$ cat src/rtl/calc_pkg.sv
// =============================================================================
// Module  : calc_pkg
// Brief   : Shared types, default key codes and helpers for the calculator entry
// Revision: 1.0 - initial release
// =============================================================================
`default_nettype none

package calc_pkg;

   typedef enum logic [2:0] {
      A_VAZIO   = 3'd0,
      A_ENTRADA = 3'd1,
      B_VAZIO   = 3'd2,
      B_ENTRADA = 3'd3,
      RESULTADO = 3'd4
   } estado_t;

   localparam logic [3:0] c_key_add  = 4'd10;
   localparam logic [3:0] c_key_sub  = 4'd11;
   localparam logic [3:0] c_key_clr  = 4'd12;
   localparam logic [3:0] c_key_bksp = 4'd13;
   localparam logic [3:0] c_key_eq   = 4'd15;

   function automatic logic eh_digito(input logic [3:0] teclas);
      return (teclas <= 4'd9);
   endfunction

endpackage

`default_nettype wire

$ cat src/rtl/entrada_calculadora_n_if.sv
// =============================================================================
// Module  : entrada_calculadora_n_if
// Brief   : Keypad-side handshake and operand outputs of the entry controller
// Revision: 1.0 - initial release
// =============================================================================
`default_nettype none

interface entrada_calculadora_n_if #(
   parameter int DIGITS = 7
);
   localparam int CW = $clog2(DIGITS + 1);

   logic                  ready;
   logic [3:0]            teclas;
   logic [4*DIGITS-1:0]   saida_a;
   logic [4*DIGITS-1:0]   saida_b;
   logic [CW-1:0]         cnt_a;
   logic [CW-1:0]         cnt_b;
   logic                  sinal;
   logic                  igual;
   logic                  erro;

   modport master (
      output ready, teclas,
      input  saida_a, saida_b, cnt_a, cnt_b, sinal, igual, erro
   );

   modport slave (
      input  ready, teclas,
      output saida_a, saida_b, cnt_a, cnt_b, sinal, igual, erro
   );

endinterface

`default_nettype wire

$ cat src/rtl/bcd_operando.sv
// =============================================================================
// Module  : bcd_operando
// Brief   : Packed BCD operand register with digit counter (shift/load/delete)
// Revision: 1.0 - initial release
// =============================================================================
`default_nettype none

module bcd_operando #(
   parameter int DIGITS = 7
) (
   input  wire logic                          clk,
   input  wire logic                          reset,
   input  wire logic                          load,
   input  wire logic                          shift_in,
   input  wire logic                          shift_out,
   input  wire logic                          clear,
   input  wire logic [3:0]                    digit,
   output logic      [4*DIGITS-1:0]           value,
   output logic      [$clog2(DIGITS+1)-1:0]   cnt,
   output logic                               full,
   output logic                               empty
);
   localparam int CW = $clog2(DIGITS + 1);

   logic [4*DIGITS-1:0] r_value;
   logic [CW-1:0]       r_cnt;
   logic [4*DIGITS-1:0] w_shl;
   logic [4*DIGITS-1:0] w_shr;

   // A single-digit operand has no upper digits to carry along the shift
   generate
      if (DIGITS == 1) begin : g_one
         assign w_shl = digit;
         assign w_shr = '0;
      end else begin : g_multi
         assign w_shl = {r_value[4*DIGITS-5:0], digit};
         assign w_shr = {4'h0, r_value[4*DIGITS-1:4]};
      end
   endgenerate

   assign full  = (r_cnt == CW'(DIGITS));
   assign empty = (r_cnt == '0);
   assign value = r_value;
   assign cnt   = r_cnt;

   always_ff @(posedge clk or negedge reset) begin
      if (!reset) begin
         r_value <= '0;
         r_cnt   <= '0;
      end else if (clear) begin
         r_value <= '0;
         r_cnt   <= '0;
      end else if (load) begin
         r_value      <= '0;
         r_value[3:0] <= digit;
         r_cnt        <= CW'(1);
      end else if (shift_in && !full) begin
         r_value <= w_shl;
         r_cnt   <= r_cnt + CW'(1);
      end else if (shift_out && !empty) begin
         r_value <= w_shr;
         r_cnt   <= r_cnt - CW'(1);
      end
   end

endmodule

`default_nettype wire

$ cat src/rtl/entrada_calculadora_n.sv
// =============================================================================
// Module  : entrada_calculadora_n
// Brief   : Keypad entry FSM building BCD operands A/B, operator and equals flag
// Revision: 1.0 - initial release
// =============================================================================
`default_nettype none

module entrada_calculadora_n
   import calc_pkg::*;
#(
   parameter int         DIGITS   = 7,
   parameter logic [3:0] KEY_ADD  = c_key_add,
   parameter logic [3:0] KEY_SUB  = c_key_sub,
   parameter logic [3:0] KEY_CLR  = c_key_clr,
   parameter logic [3:0] KEY_BKSP = c_key_bksp,
   parameter logic [3:0] KEY_EQ   = c_key_eq
) (
   input  wire logic                clk,
   input  wire logic                reset,
   entrada_calculadora_n_if.slave   bus
);
   localparam int CW = $clog2(DIGITS + 1);

   localparam logic [2:0] c_st_a_vazio   = A_VAZIO;
   localparam logic [2:0] c_st_a_entrada = A_ENTRADA;
   localparam logic [2:0] c_st_b_vazio   = B_VAZIO;
   localparam logic [2:0] c_st_b_entrada = B_ENTRADA;
   localparam logic [2:0] c_st_resultado = RESULTADO;

   logic [2:0]    r_estado;
   logic          r_ready_q;
   logic          r_sinal;
   logic          r_igual;
   logic          r_erro;

   logic          w_strobe;
   logic          w_dig;
   logic          w_a_load, w_a_shift_in, w_a_shift_out, w_a_clear;
   logic          w_b_load, w_b_shift_in, w_b_shift_out, w_b_clear;
   logic          w_a_full, w_a_empty, w_b_full, w_b_empty;
   logic [CW-1:0] w_a_cnt, w_b_cnt;

   assign w_strobe  = bus.ready && !r_ready_q;
   assign w_dig     = eh_digito(bus.teclas);
   assign bus.cnt_a = w_a_cnt;
   assign bus.cnt_b = w_b_cnt;
   assign bus.sinal = r_sinal;
   assign bus.igual = r_igual;
   assign bus.erro  = r_erro;

   // Operand datapath controls, decoded from the key accepted this cycle
   always_comb begin
      w_a_load      = 1'b0;
      w_a_shift_in  = 1'b0;
      w_a_shift_out = 1'b0;
      w_a_clear     = 1'b0;
      w_b_load      = 1'b0;
      w_b_shift_in  = 1'b0;
      w_b_shift_out = 1'b0;
      w_b_clear     = 1'b0;
      if (w_strobe) begin
         if (bus.teclas == KEY_CLR) begin
            w_a_clear = 1'b1;
            w_b_clear = 1'b1;
         end else begin
            case (r_estado)
               c_st_a_vazio:   w_a_load = w_dig;
               c_st_a_entrada: begin
                  w_a_shift_in  = w_dig && !w_a_full;
                  w_a_shift_out = (bus.teclas == KEY_BKSP) && !w_a_empty;
               end
               c_st_b_vazio:   w_b_load = w_dig;
               c_st_b_entrada: begin
                  w_b_shift_in  = w_dig && !w_b_full;
                  w_b_shift_out = (bus.teclas == KEY_BKSP) && !w_b_empty;
               end
               c_st_resultado: begin
                  w_a_load  = w_dig;
                  w_b_clear = w_dig;
               end
               default: ;
            endcase
         end
      end
   end

   always_ff @(posedge clk or negedge reset) begin
      if (!reset) begin
         r_estado  <= c_st_a_vazio;
         r_ready_q <= 1'b0;
         r_sinal   <= 1'b0;
         r_igual   <= 1'b0;
         r_erro    <= 1'b0;
      end else begin
         r_ready_q <= bus.ready;
         r_erro    <= 1'b0;
         if (w_strobe) begin
            if (bus.teclas == KEY_CLR) begin
               r_estado <= c_st_a_vazio;
               r_sinal  <= 1'b0;
               r_igual  <= 1'b0;
            end else begin
               case (r_estado)
                  c_st_a_vazio: begin
                     if (w_dig) r_estado <= c_st_a_entrada;
                  end
                  c_st_a_entrada: begin
                     if (w_dig) begin
                        r_erro <= w_a_full;
                     end else if (bus.teclas == KEY_ADD || bus.teclas == KEY_SUB) begin
                        r_sinal  <= (bus.teclas == KEY_SUB);
                        r_estado <= c_st_b_vazio;
                     end else if (bus.teclas == KEY_BKSP && w_a_cnt == CW'(1)) begin
                        r_estado <= c_st_a_vazio;
                     end
                  end
                  c_st_b_vazio: begin
                     if (w_dig) begin
                        r_estado <= c_st_b_entrada;
                     end else if (bus.teclas == KEY_ADD || bus.teclas == KEY_SUB) begin
                        r_sinal <= (bus.teclas == KEY_SUB);
                     end else if (bus.teclas == KEY_BKSP) begin
                        r_estado <= c_st_a_entrada;
                     end
                  end
                  c_st_b_entrada: begin
                     if (w_dig) begin
                        r_erro <= w_b_full;
                     end else if (bus.teclas == KEY_BKSP && w_b_cnt == CW'(1)) begin
                        r_estado <= c_st_b_vazio;
                     end else if (bus.teclas == KEY_EQ) begin
                        r_igual  <= 1'b1;
                        r_estado <= c_st_resultado;
                     end
                  end
                  c_st_resultado: begin
                     if (w_dig) begin
                        r_igual  <= 1'b0;
                        r_estado <= c_st_a_entrada;
                     end
                  end
                  default: r_estado <= c_st_a_vazio;
               endcase
            end
         end
      end
   end

   bcd_operando #(.DIGITS(DIGITS)) u_op_a (
      .clk       (clk),
      .reset     (reset),
      .load      (w_a_load),
      .shift_in  (w_a_shift_in),
      .shift_out (w_a_shift_out),
      .clear     (w_a_clear),
      .digit     (bus.teclas),
      .value     (bus.saida_a),
      .cnt       (w_a_cnt),
      .full      (w_a_full),
      .empty     (w_a_empty)
   );

   bcd_operando #(.DIGITS(DIGITS)) u_op_b (
      .clk       (clk),
      .reset     (reset),
      .load      (w_b_load),
      .shift_in  (w_b_shift_in),
      .shift_out (w_b_shift_out),
      .clear     (w_b_clear),
      .digit     (bus.teclas),
      .value     (bus.saida_b),
      .cnt       (w_b_cnt),
      .full      (w_b_full),
      .empty     (w_b_empty)
   );

endmodule

`default_nettype wire
$ cat src/flat_wrapper.sv
// flat-port wrapper written by rule: the top's interface ports become plain ports
module entrada_calculadora_n_flat import calc_pkg::*;
#(
   parameter int         DIGITS   = 7,
   parameter logic [3:0] KEY_ADD  = c_key_add,
   parameter logic [3:0] KEY_SUB  = c_key_sub,
   parameter logic [3:0] KEY_CLR  = c_key_clr,
   parameter logic [3:0] KEY_BKSP = c_key_bksp,
   parameter logic [3:0] KEY_EQ   = c_key_eq
)
  (clk, reset, bus_ready, bus_teclas, bus_saida_a, bus_saida_b, bus_cnt_a, bus_cnt_b, bus_sinal, bus_igual, bus_erro);
  entrada_calculadora_n_if #(.DIGITS(DIGITS)) bus_i ();
  input  wire logic clk;
  input  wire logic reset;
  input wire logic [$bits(bus_i.ready)-1:0] bus_ready;
  input wire logic [$bits(bus_i.teclas)-1:0] bus_teclas;
  output wire logic [$bits(bus_i.saida_a)-1:0] bus_saida_a;
  output wire logic [$bits(bus_i.saida_b)-1:0] bus_saida_b;
  output wire logic [$bits(bus_i.cnt_a)-1:0] bus_cnt_a;
  output wire logic [$bits(bus_i.cnt_b)-1:0] bus_cnt_b;
  output wire logic [$bits(bus_i.sinal)-1:0] bus_sinal;
  output wire logic [$bits(bus_i.igual)-1:0] bus_igual;
  output wire logic [$bits(bus_i.erro)-1:0] bus_erro;
  assign bus_i.ready = bus_ready;
  assign bus_i.teclas = bus_teclas;
  assign bus_saida_a = bus_i.saida_a;
  assign bus_saida_b = bus_i.saida_b;
  assign bus_cnt_a = bus_i.cnt_a;
  assign bus_cnt_b = bus_i.cnt_b;
  assign bus_sinal = bus_i.sinal;
  assign bus_igual = bus_i.igual;
  assign bus_erro = bus_i.erro;
  entrada_calculadora_n #(.DIGITS(DIGITS), .KEY_ADD(KEY_ADD), .KEY_SUB(KEY_SUB), .KEY_CLR(KEY_CLR), .KEY_BKSP(KEY_BKSP), .KEY_EQ(KEY_EQ)) u_core (.clk(clk), .reset(reset), .bus(bus_i));
endmodule
$ cat config.mk
export PLATFORM = sky130hd
export DESIGN_NAME = entrada_calculadora_n_flat
export DESIGN_NICKNAME = d
export VERILOG_FILES = /design/src/rtl/calc_pkg.sv /design/src/rtl/entrada_calculadora_n_if.sv /design/src/rtl/bcd_operando.sv /design/src/rtl/entrada_calculadora_n.sv /design/src/flat_wrapper.sv
export SDC_FILE = /design/constraint.sdc
export NUM_CORES = 1
export LEC_CHECK = 0
export ABC_CLOCK_PERIOD_IN_PS = 2500
export BUFFER_PORTS_ARGS = -buffer_cell sky130_fd_sc_hd__buf_2
export CORE_MARGIN = 1.5
export CORE_UTILIZATION = 50
export CTS_BUF_LIST = sky130_fd_sc_hd__clkbuf_16
export DETAILED_ROUTE_END_ITERATION = 10
export GPL_ROUTABILITY_DRIVEN = 0
export PLACE_DENSITY = 0.83
export SLEW_MARGIN = 15
export SYNTH_ARGS = -nofsm -noshare
export SYNTH_HDL_FRONTEND = slang
export SYNTH_SLANG_ARGS = --single-unit
$ cat constraint.sdc
create_clock -name clk -period 2.5 [get_ports clk]
set_input_delay 0.125 -clock clk [delete_from_list [all_inputs] [get_ports clk]]
set_output_delay 0.125 -clock clk [all_outputs]
set_load 0.005 [all_outputs]
==> out/qor.yml <==
die_height_um: 87.1
routed_via_density: 6.05
yosysWarnings: 0
cp_cell_sequence: "ha_1, ha_1, mux2_2, or4b_1, and3b_1, buf_6, a22o_1"
worst_setup_path_end_kind: "register"
fin_crit_ns: 2.36
fin_total_pwr_mw: 3.47
cts.clk_slew.worst_paths_ns: 0.06
crit_required_ns: 2.72
synth_edf_count: 0
path_class: "register to register"
first_pass_iters: 7
setup_tns_ns: 0
dieWidth_um: 87.1
synth_top_flop_cell: "dfrtp_1"
layout-drive-gt1-share_pct: 30.6
synthesis.nets: 341
crit_start: "u_core.u_op_b.cnt[0]"
num-nets-final: 430
synth_cells: 324
ioPinCount: 72
reg2reg_slack_ns: 0.14
tightest_slew_ns: 0.861
syn_avg_cell_area_um2: 10.9
cp_slowest_stage_delay_ns: 0.48
port-buffer-count: 71
final_cell_area_mm2: 0.00445
fillerInstances: 491
dieArea_mm2: 0.00758
grt_pass1_vias: 2873
overflow: 0
final_common_cell: "buf_2"
worst_slack_ns: 0.136
pre_cts_slack_ns: -0.0137
ys_seq_elements: 69
rr_startpoint: "u_core.u_op_b.cnt[0]"
rr_worst_depth: 7
cp_num_cells: 7
relSlewSlack_pct: 42.6
dpl-instance-area_mm2: 0.00414
diodes: 0
crit_fanout: 26
rows: 30
synth_area_mm2: 0.00353
area_delta_synth_final_pct: 26.0
finalNonFillerCells: 514
grt_first_pass_wirelength_mm: 14.4
path_buf_inv: 1
finalHoldViolCount: 11
cp_slowest_cell: "or4b_1"
wl_mm: 8.93
setup_viol: 0
finish.utilization_pct: 65.5
grt_use_total_pct: 24.5
async_flop_share_pct: 100
fmax_ghz: 0.423
p_leak_nw: 2.31
endpoint: "u_core.u_op_b.value[25]"
cts_root_buf: "clkbuf_16"
initial_core_util_pct: 52.0
drv_slew: 0
htree_levels: 3
final.period_utilization_pct: 94.6
rsz0062_at_grt: "no"
failed_checks: "hold timing"
whs_ns: -0.0151
layout_common_cells: "71 x buf_2, 69 x dfrtp_1, 29 x inv_1, 29 x buf_4, 25 x mux2i_1"
regArea_mm2: 0.00173
clock_latency_ns: 0.33
ys_types: 47
arrival_ns: 2.58
vdd_drop_max_v: 0.000511
r2r_end: "u_core.u_op_b.value[25]"
drt_iter0_drc: 312
antenna_left: 0
post-dp-hpwl_mm: 5.92
vias: 3111
status: "complete, but fails checks"
multiInputGateArea_mm2: 0.00161
worstSetupStartpointType: "register"
grt_max_degree: 70
dp_cells: 497
post_drt_wl_per_cell_um: 17.4
cp_top_family: "simple AND/OR/NAND/NOR gates"
cts_setup_buffers: 0
cts_buffers: 9
powerDensity_mw_per_mm2: 780
drc: 0
clock-sinks: 69
antenna_found_initial: 0
hold_path_class: "primary input to asynchronous set/reset pin"
maxCapViolations: 0
synth-seq-area-share_pct: 48.9
cts.path.max_buffers: 2
cts_tree: "yes"
core_area_mm2: 0.00679
cp_common_cell: "ha_1"
fin_skew_ns: 0.00578
[worst min path at each step]
stage | startpoint | endpoint | slack (ns) | depth (start not counted)
floorplan | reset | u_core.bus.erro | -0.17 | 0
global placement | bus_ready | u_core.r_ready_q | 0.26 | 1
detailed placement | bus_ready | u_core.r_ready_q | 0.26 | 1
CTS | reset | u_core.u_op_a.value[20] | 0.03 | 2
global route | reset | u_core.u_op_a.value[16] | 0.06 | 2
finish | reset | u_core.u_op_a.value[11] | -0.02 | 2
[metal layers]
layer,track usage (%),vias up,share of wire [%]
met5,0,-,0
met4,8.06,0,1.6
met3,6.82,18,7.2
met2,38.3,152,49
met1,32.9,1542,42
li1,-,1399,-
[cell type report]
| cell class | instances | share of cell area, % |
|---|---|---|
| sequential | 69 | 38.8 |
| timing repair buffer | 102 | 13.4 |
| inverter | 29 | 2.45 |
| clock inverter | 7 | 1.49 |
| tap | 96 | 2.70 |
| multi-input combinational | 202 | 36.2 |
| clock buffer | 9 | 5.06 |
[registers in the layout, summed over array words and instances (netlist names)]
signal	flops
u_core.bus.erro	1
u_core.bus.igual	1
u_core.bus.sinal	1
u_core.r_estado	3
u_core.r_ready_q	1
u_core.u_op_a.cnt	3
u_core.u_op_a.value	28
u_core.u_op_b.cnt	3
u_core.u_op_b.value	28
[Yosys cell counts, types with 3 or more instances]
cell type  number  area share, %
a211oi_1        6            1.3
a21o_1          3           0.64
a21oi_1         8            1.1
a222oi_1       20            5.7
a22o_1          7            1.7
a31oi_1         5           0.89
and2_1          4           0.71
buf_2           6           0.85
buf_6           3           0.96
clkbuf_1       13            1.4
dfrtp_1        69             49
ha_1           10            3.5
inv_1          29            3.1
mux2_2          3           0.96
mux2i_1        25            7.1
nand2_1        10            1.1
nand2b_1        6            1.1
nand3_1         3           0.42
nor2_1         12            1.3
nor2b_1         3           0.53
nor3_1          7           0.99
nor4_1          3           0.53
o21ai_0         7           0.99
o2bb2ai_1      22            5.5
or3_1           6            1.1
[report_power, final]
part	internal (mW)	leakage (nW)	switching, mW
logic	0.404	1.23	0.468
registers	1.24	0.944	0.122
clock network	0.764	0.135	0.477
[cells by family (layout without fill, tap and decap cells)]
family | count (synthesis) | after routing | synth area share, %
adder cells (fa/ha/maj) | 10 | 10 | 3.54
buffers and inverters | 53 | 147 | 6.48
multiplexers | 28 | 28 | 8.04
AND/OR/NAND/NOR | 67 | 67 | 10.8
XOR/XNOR | 4 | 4 | 0.992
AO/OA/AOI/OAI | 93 | 93 | 21.2
flip-flops | 69 | 69 | 48.9
[what timing repair did]
| item | in CTS | in global routing |
|---|---|---|
| gates resized for setup | 1 | 1 |
| hold buffers | 1 | 0 |
| hold endpoints to repair | 1 | 0 |
| endpoints found under the setup margin | 4 | 2 |
Power figures use the tool's default switching activity.
